$ cat config.mk
export PLATFORM = sky130hd
export DESIGN_NAME = sorted_stream_tx_flat
export DESIGN_NICKNAME = d
export VERILOG_FILES = /design/src/rtl/sort_pkg.sv /design/src/rtl/sorted_stream_tx_if.sv /design/src/rtl/sorted_capture_buf.sv /design/src/rtl/sorted_stream_tx.sv /design/src/flat_wrapper.sv
export SDC_FILE = /design/constraint.sdc
export NUM_CORES = 1
export LEC_CHECK = 0
export CAP_MARGIN = 5
export CELL_PAD_IN_SITES_DETAIL_PLACEMENT = 1
export CELL_PAD_IN_SITES_GLOBAL_PLACEMENT = 1
export CORE_MARGIN = 3
export CORE_UTILIZATION = 40
export DETAILED_ROUTE_END_ITERATION = 7
export GPL_ROUTABILITY_DRIVEN = 0
export PLACE_DENSITY_LB_ADDON = 0.1
export SYNTH_ARGS = -nofsm -noshare
export SYNTH_HDL_FRONTEND = slang
export SYNTH_HIERARCHICAL = 1
export SYNTH_SLANG_ARGS = --single-unit
$ cat constraint.sdc
create_clock -name clk -period 6.6 [get_ports clk]
set_input_delay 1.32 -clock clk [delete_from_list [all_inputs] [get_ports clk]]
set_output_delay 1.32 -clock clk [all_outputs]
set_load 0.05 [all_outputs]
$ cat src/rtl/sort_pkg.sv
// Shared types and sizing for the sorter consumer (stream transmitter).
package sort_pkg;
  localparam int unsigned N_CELLS = 8;
  localparam int unsigned DATA_W  = 8;
  localparam int unsigned IDX_W   = $clog2(N_CELLS);
  localparam int unsigned CNT_W   = 8;

  typedef logic [DATA_W-1:0] elem_t;
  typedef logic [IDX_W-1:0]  idx_t;

  typedef enum logic [1:0] {IDLE, SEND, RESTART} tx_state_e;
endpackage

$ cat src/rtl/sorted_stream_tx_if.sv
// Valid/ready element stream leaving the sorter consumer.
interface sorted_stream_tx_if;
  import sort_pkg::*;

  elem_t out_data;
  logic  out_valid;
  logic  out_ready;
  logic  out_last;
  idx_t  out_index;

  modport master (output out_data, output out_valid, output out_last, output out_index,
                  input  out_ready);
  modport slave  (input  out_data, input  out_valid, input  out_last, input  out_index,
                  output out_ready);
endinterface

$ cat src/rtl/sorted_capture_buf.sv
// Snapshot of the sorter array with an ascending/descending read mux.
module sorted_capture_buf
  import sort_pkg::*;
(
  input  logic                clk,
  input  logic                reset,
  input  logic                load_i,
  input  elem_t [N_CELLS-1:0] data_i,
  input  idx_t                rd_idx_i,
  input  logic                rd_desc_i,
  output elem_t               rd_data_c
);

  elem_t [N_CELLS-1:0] mem_q;
  idx_t                sel_c;

  always_ff @(posedge clk) begin
    if (reset) begin
      mem_q <= '0;
    end else if (load_i) begin
      mem_q <= data_i;
    end
  end

  // Reads the post-edge contents so the caller can register the element.
  always_comb begin
    sel_c     = rd_desc_i ? (idx_t'(N_CELLS - 1) - rd_idx_i) : rd_idx_i;
    rd_data_c = load_i ? data_i[sel_c] : mem_q[sel_c];
  end

endmodule

$ cat src/rtl/sorted_stream_tx.sv
// Captures the sorted array on sort_ready rising, streams it out, then requests a sorter restart.
module sorted_stream_tx
  import sort_pkg::*;
(
  input  logic                clk,
  input  logic                reset,
  input  elem_t [N_CELLS-1:0] sorted_array,
  input  logic                sort_ready,
  input  logic                desc_order,
  input  logic                flush,
  sorted_stream_tx_if.master  out_if,
  output logic                sorter_restart,
  output logic                busy,
  output logic [CNT_W-1:0]    frame_count
);

  localparam idx_t LAST_IDX = idx_t'(N_CELLS - 1);

  tx_state_e        state_q, state_d;
  idx_t             idx_q, idx_d;
  logic             desc_q, desc_d;
  logic [CNT_W-1:0] fc_q, fc_d;
  logic             sort_ready_q;
  logic             load_c;
  logic             hs_c;
  elem_t            rd_data_c;

  logic             valid_q, last_q, restart_q, busy_q;
  idx_t             index_q;
  elem_t            data_q;

  sorted_capture_buf u_buf (
    .clk       (clk),
    .reset     (reset),
    .load_i    (load_c),
    .data_i    (sorted_array),
    .rd_idx_i  (idx_d),
    .rd_desc_i (desc_d),
    .rd_data_c (rd_data_c)
  );

  assign hs_c = valid_q && out_if.out_ready;

  // Next-state: capture on a fresh sort_ready edge, flush beats the handshake.
  always_comb begin
    state_d = state_q;
    idx_d   = idx_q;
    desc_d  = desc_q;
    fc_d    = fc_q;
    load_c  = 1'b0;
    case (state_q)
      IDLE: begin
        if (sort_ready && !sort_ready_q) begin
          load_c  = 1'b1;
          desc_d  = desc_order;
          idx_d   = '0;
          state_d = SEND;
        end
      end
      SEND: begin
        if (flush) begin
          state_d = RESTART;
        end else if (hs_c) begin
          if (idx_q == LAST_IDX) begin
            state_d = RESTART;
            fc_d    = fc_q + CNT_W'(1);
          end else begin
            idx_d = idx_q + idx_t'(1);
          end
        end
      end
      RESTART: begin
        state_d = IDLE;
        idx_d   = '0;
      end
      default: state_d = IDLE;
    endcase
  end

  always_ff @(posedge clk) begin
    if (reset) begin
      state_q      <= IDLE;
      idx_q        <= '0;
      desc_q       <= 1'b0;
      fc_q         <= '0;
      sort_ready_q <= 1'b0;
      valid_q      <= 1'b0;
      last_q       <= 1'b0;
      index_q      <= '0;
      data_q       <= '0;
      restart_q    <= 1'b0;
      busy_q       <= 1'b0;
    end else begin
      state_q      <= state_d;
      idx_q        <= idx_d;
      desc_q       <= desc_d;
      fc_q         <= fc_d;
      sort_ready_q <= sort_ready;
      valid_q      <= (state_d == SEND);
      last_q       <= (state_d == SEND) && (idx_d == LAST_IDX);
      index_q      <= (state_d == SEND) ? idx_d : '0;
      data_q       <= (state_d == SEND) ? rd_data_c : '0;
      restart_q    <= (state_d == RESTART);
      busy_q       <= (state_d != IDLE);
    end
  end

  assign out_if.out_data  = data_q;
  assign out_if.out_valid = valid_q;
  assign out_if.out_last  = last_q;
  assign out_if.out_index = index_q;
  assign sorter_restart   = restart_q;
  assign busy             = busy_q;
  assign frame_count      = fc_q;

endmodule

$ cat src/flat_wrapper.sv
// flat-port wrapper written by rule: the top's interface ports become plain ports
module sorted_stream_tx_flat import sort_pkg::*;
  (clk, reset, sorted_array, sort_ready, desc_order, flush, sorter_restart, busy, frame_count, out_if_out_data, out_if_out_valid, out_if_out_last, out_if_out_index, out_if_out_ready);
  sorted_stream_tx_if out_if_i ();
  input  logic clk;
  input  logic reset;
  input  elem_t [N_CELLS-1:0] sorted_array;
  input  logic sort_ready;
  input  logic desc_order;
  input  logic flush;
  output logic sorter_restart;
  output logic busy;
  output logic [CNT_W-1:0] frame_count;
  output wire logic [$bits(out_if_i.out_data)-1:0] out_if_out_data;
  output wire logic [$bits(out_if_i.out_valid)-1:0] out_if_out_valid;
  output wire logic [$bits(out_if_i.out_last)-1:0] out_if_out_last;
  output wire logic [$bits(out_if_i.out_index)-1:0] out_if_out_index;
  input wire logic [$bits(out_if_i.out_ready)-1:0] out_if_out_ready;
  assign out_if_out_data = out_if_i.out_data;
  assign out_if_out_valid = out_if_i.out_valid;
  assign out_if_out_last = out_if_i.out_last;
  assign out_if_out_index = out_if_i.out_index;
  assign out_if_i.out_ready = out_if_out_ready;
  sorted_stream_tx u_core (.clk(clk), .reset(reset), .sorted_array(sorted_array), .sort_ready(sort_ready), .desc_order(desc_order), .flush(flush), .out_if(out_if_i), .sorter_restart(sorter_restart), .busy(busy), .frame_count(frame_count));
endmodule
* Word level (Yosys, flattened, before mapping)
Cells that the tools add are included.
** Storage, ports and cells
- Flip-flop bits (word level) :: 94
- Logic and storage cells :: 59
** Cells by class
- Add/sub/neg operators :: 3
- Magnitude comparators :: 1
- Eq/ne operators :: 6
- Muxes and demuxes :: 20
- Bitwise gates (word level) :: 2
- Reductions and logical operators :: 8
** Operator list (count)
- binary-select mux 8 bit (select 3 bit) :: 2
- 2-to-1 mux 8 bit :: 3
- 2-to-1 mux 3 bit :: 5
- one-hot mux 3 bit (3 select lines) :: 1
- adder 8 x 1 -> 8 bit (second input constant) :: 1
- 2-to-1 mux 2 bit :: 4
- equality test 3 bit (second input constant) :: 2
- equality test 2 x 1 -> 1 bit (second input constant) :: 2
- equality test 2 bit (second input constant) :: 2
- < comparator 3 x 4 -> 1 bit (second input constant) :: 1
- 2-to-1 mux 1 bit :: 4
- one-hot mux 2 bit (2 select lines) :: 1
- AND reduction 4 bit :: 1
- adder 3 x 1 -> 3 bit (second input constant) :: 1
- logical AND 1 bit :: 3
- subtractor 3 bit (first input constant) :: 1
- logical NOT 2 bit :: 1
- inverter 1 bit :: 2
- nonzero test 2 bit :: 1
- OR reduction 2 bit :: 1
- logical NOT 1 bit :: 1

* Depth between registers and ports, before layout
- Depth in word-level cells :: 10
- Gate-level depth with buffers :: 14
- Depth with buffers taken out :: 11

* Hierarchy
Netlist, hierarchy kept.
** By module, submodules not included
- sorted_capture_buf :: instances 1, cells each 394, area each 3504.6 um2
- sorted_stream_tx :: instances 1, cells each 118, area each 1162.4 um2

* Worst setup path before layout
Ideal clock, no wire load.
- Path kind :: input-to-reg
- Start point :: input port flush
- End point :: register u_core.data_q[7] (netlist: u_core/out_if.out_data[7])
- Setup time :: 115 ps
- Arrival time :: 3379 ps
- Data required time :: 6485 ps
- Setup slack :: 3107 ps
- Stages on the path :: 12
- Buffers on the path :: 2
- Cells stage by stage :: nor3b_2 -> nand3_1 -> or2_2 -> nand2_1 -> buf_6 -> nor3b_2 -> or2_1 -> buf_2 -> a222oi_1 -> nand3_1 -> a32o_1 -> and2_1
** Between the ends
- Longest elaborated chain between the ends :: 7
- Elaborated cells between the ends (all ways) :: 14
- Classes of those cells :: add/sub (1); eq/ne (1); mux (10); bitwise (1); reduce/logical (1)
** RTL lines
- from (decl) :: line flat_wrapper.sv:10 : input logic flush;
- 2-to-1 mux 3 bit * :: line sorted_stream_tx.sv:61 : if (flush) begin
- one-hot mux 3 bit (3 select lines) * :: line sorted_stream_tx.sv:51 : case (state_q)
- net u_core.idx_d[0] :: line sorted_stream_tx.sv:20 : idx_t idx_q, idx_d;
- subtractor 3 bit :: line sorted_capture_buf.sv:27 : sel_c = rd_desc_i ? (idx_t'(N_CELLS - 1) - rd_idx_i) : rd_idx_i;
- 2-to-1 mux 3 bit * :: line sorted_capture_buf.sv:27
- binary-select mux 8 bit (select 3 bit) :: line sorted_capture_buf.sv:28 : rd_data_c = load_i ? data_i[sel_c] : mem_q[sel_c];
- 2-to-1 mux 8 bit (not written as such) :: line sorted_capture_buf.sv:28
- 2-to-1 mux 8 bit * :: line sorted_capture_buf.sv:28
- net u_core.rd_data_c[7] :: line sorted_stream_tx.sv:26 : elem_t rd_data_c;
- to (signal assigned) :: line sorted_stream_tx.sv:102 : data_q <= (state_d == SEND) ? rd_data_c : '0;
- to (decl) :: line sorted_stream_tx.sv:30 : elem_t data_q;
The timed path passes the listed nets; every way through them passes the cells marked *. The select of a mux whose other input is x is not followed.
A chain may end at the register's enable or synchronous reset.

* Worst setup path after layout
- Start point :: input port flush
- End point :: register u_core.data_q[4] (netlist: u_core/out_if.out_data[4])
The elaborated chain is that of the path after synthesis.

==> run metrics <==
nets@finish 650; height of the chip 114 um; Std-Cell Rows 38; Yosys reg bits 94; CTS Buffer Depth 2; Pre-antenna DRT Iters 5; ys async rst share 0; placed cell areas 5600 um2; CP top delay family simple AND/OR/NAND/NOR gates; WP data required 6880 ps; Setup TNS 0 ps; ratio of final minimum period to clock period 0.711; Setup crit start kind input pin; Distinct cells, synth 52; CTS H-tree depth 3; multiplexer area fraction after synthesis 0.142; Port-buffer cells 92; most frequent cells in the layout 94 x dfxtp_1, 92 x nor2_1, 91 x clkdlybuf4s50_1, 65 x mux2i_1, 24 x nand2_1; drt wl/cell 20.4 um; clock sink count 94; vias in the first global route 4361; CTS buffer count 9; vias post-DR 4288; CTS tree done; CP Capture Type flip-flop; slowest stage cell, crit path o21ai_2; CP max stage delay 990 ps; DRC 0; Skew-Pair Late Insertion Delay 340 ps; All-Layer GR Usage 0.227; count of final setup violators 0; max-slew violation count 0; outcome complete, no violations; final instance area 5850 um2; Max-slew headroom 0.161; critical path, cell by cell clkdlybuf4s50_1 > nor3b_2 > nand3_1 > mux2i_1 > nor2_1 > nand2b_1 > o21ai_2 > a222oi_1 > nand2_1 > o2bb2ai_1 > and2_1; initial antenna violation count 0; post-synthesis xor/xnor area fraction 0.0131; Die Width 114 um; top cells by area, synth dfxtp_1 40%, mux2i_1 14%, nor2_1 7.4%; Vias per Instance 5.94; max cap viols 0; hpwl dp 9840 um; Power Density 225 nW/um2; clock root buffer clkbuf_16; largest family of logic cells by synthesized area compound AO/OA/AOI/OAI gates; most common cell after layout, fill and taps aside dfxtp_1; DRT iter0 DRCs 302; Synth Flop Type dfxtp_1; num ports 93; Final min period 4690 ps; Synthesized Nets 584; mapped cell area 4670 um2; hold crit path type flip-flop to flip-flop; simple-gate share of the synthesized area 0.191; RSZ-0062 raised after global routing false; Core Area 11100 um2; antenna diode count 0; Switching Share 0.271; final setup skew 3.86 ps; largest net degree at the start of global routing 84; Synth Area in Compound Gates 0.198; Post-synth EDFFs 0; layout cells sized above 1 0.0704; yosys warns 6; CP Class input pin to flip-flop; Worst Path Arrival 4970 ps; P&R area growth vs syn 25.3%; Routed WL 14700 um; Leak 2.29 nW; post-synthesis sequential area ratio 0.403; Post-CTS Resized 0; post-synthesis cell count 512; P_int 0.000959 W; area leader, netlist dfxtp_1; fmax 0.213 GHz; synthesized area per cell 9.12 um2; Reg clk slew, reported paths 60 ps; Slew @ Worst Pin 1260 ps; grt ovf 0; first-pass GRT wire length 23200 um; final hold slack 500 ps; Detail Route Antenna Nets 0; P_sw 0.000356 W; Post-CTS Setup Repair Bufs 0; Pwr Total 0.00131 W; Initial Util 0.419; sequential power share 0.470; adder-cell share of the synthesized area 0.00536; largest fanout on the critical path 24; VDD IR max 0.144 mV; Die ar. 13000 um2; Hold-fix buffers, CTS 0; Buf+Inv Stages, Crit Path 1; clock network fraction of total power 0.349; Fin. Hold Viols 0; post-synth top area share 0.403; Layout fillers 1286; combinational share of power 0.181
## kinds of logic after synthesis
family / after synthesis
DFF: 94
AOI/OAI and AO/OA: 116
buffers and inverters: 45
and+or+nand+nor: 182
muxes: 66
adders and majority gates: 2
xor gates and xnor gates: 7
## power groups by stage
stage / clock network, W / registers, W / logic (W)
after floorplan: 0 / 0.000636 / 0.000131
after global placement: 0 / 0.000629 / 0.000231
after detailed placement: 0 / 0.000629 / 0.000236
after CTS: 0.000473 / 0.000617 / 0.000238
after global routing: 0.000497 / 0.000620 / 0.000257
final: 0.000459 / 0.000618 / 0.000238
## sequential cells by signal, indices dropped and copies added (netlist names)
register / count
u_core/busy: 1
u_core/out_if.out_valid: 1
u_core/out_if.out_index: 3
u_core/frame_count: 8
u_core/u_buf/mem_q: 64
u_core/sorter_restart: 1
u_core/state_q: 2
u_core/sort_ready_q: 1
u_core/idx_q: 3
u_core/out_if.out_last: 1
u_core/desc_q: 1
u_core/out_if.out_data: 8
## final timing paths
path	startpoint	end	slack, ps	cells after the start
worst min-delay path	u_core/u_buf/mem_q[0]	u_core/u_buf/mem_q[0]	500	2
worst min register to register	u_core/u_buf/mem_q[0]	u_core/u_buf/mem_q[0]	500	2
worst max-delay path	flush	u_core/out_if.out_data[4]	1910	11
worst max register to register	u_core/state_q[0]	u_core/out_if.out_data[4]	2920	10
## metrics by stage
stage	worst slack [ps]	std cells	util
finish	1910	722	0.526
global route	1600	722	0.526
CTS	1950	722	0.526
detailed placement	1620	707	0.503
global placement	1760	707	0.503
floorplan	3110	512	-
## cell usage after synthesis (8+ instances only)
cell and instances:
nor2_1 92, o22ai_1 9, nand2_1 24, buf_2 10, and2_1 11, a21oi_1 11
a221o_1 21, clkbuf_1 15, nor4_1 8, a21o_1 14, a222oi_1 9, mux2i_1 65
dfxtp_1 94, buf_1 11
## metal layers
layer  up-vias  GRT usage  part of all wire
met1      2106      0.281              0.43
met2       144      0.384              0.49
met5         -          0                 0
li1       2008          -                 -
met3        30     0.0355             0.050
met4         0      0.107             0.032
## worst reg2reg max path, stage by stage (launching register included)
cell and delay, ps:
dfxtp_1 410, nor3b_2 350, nand3_1 190, mux2i_1 190, nor2_1 580, nand2b_1 160
o21ai_2 990, a222oi_1 320, nand2_1 180, o2bb2ai_1 120, and2_1 130
## layout make-up
| type | instances | area (um2) | area share |
|---|---|---|---|
| multi-input cells | 373 | 2580 | 0.441 |
| flip-flops and latches | 94 | 1880 | 0.322 |
| repair buffers | 96 | 946 | 0.162 |
| clock buffers | 13 | 240 | 0.0411 |
| well taps | 140 | 175 | 0.0300 |
| inverters | 4 | 15.0 | 0.00257 |
| clock inverters | 2 | 10.0 | 0.00171 |
No activity file was read; power rests on OpenSTA's default activity.
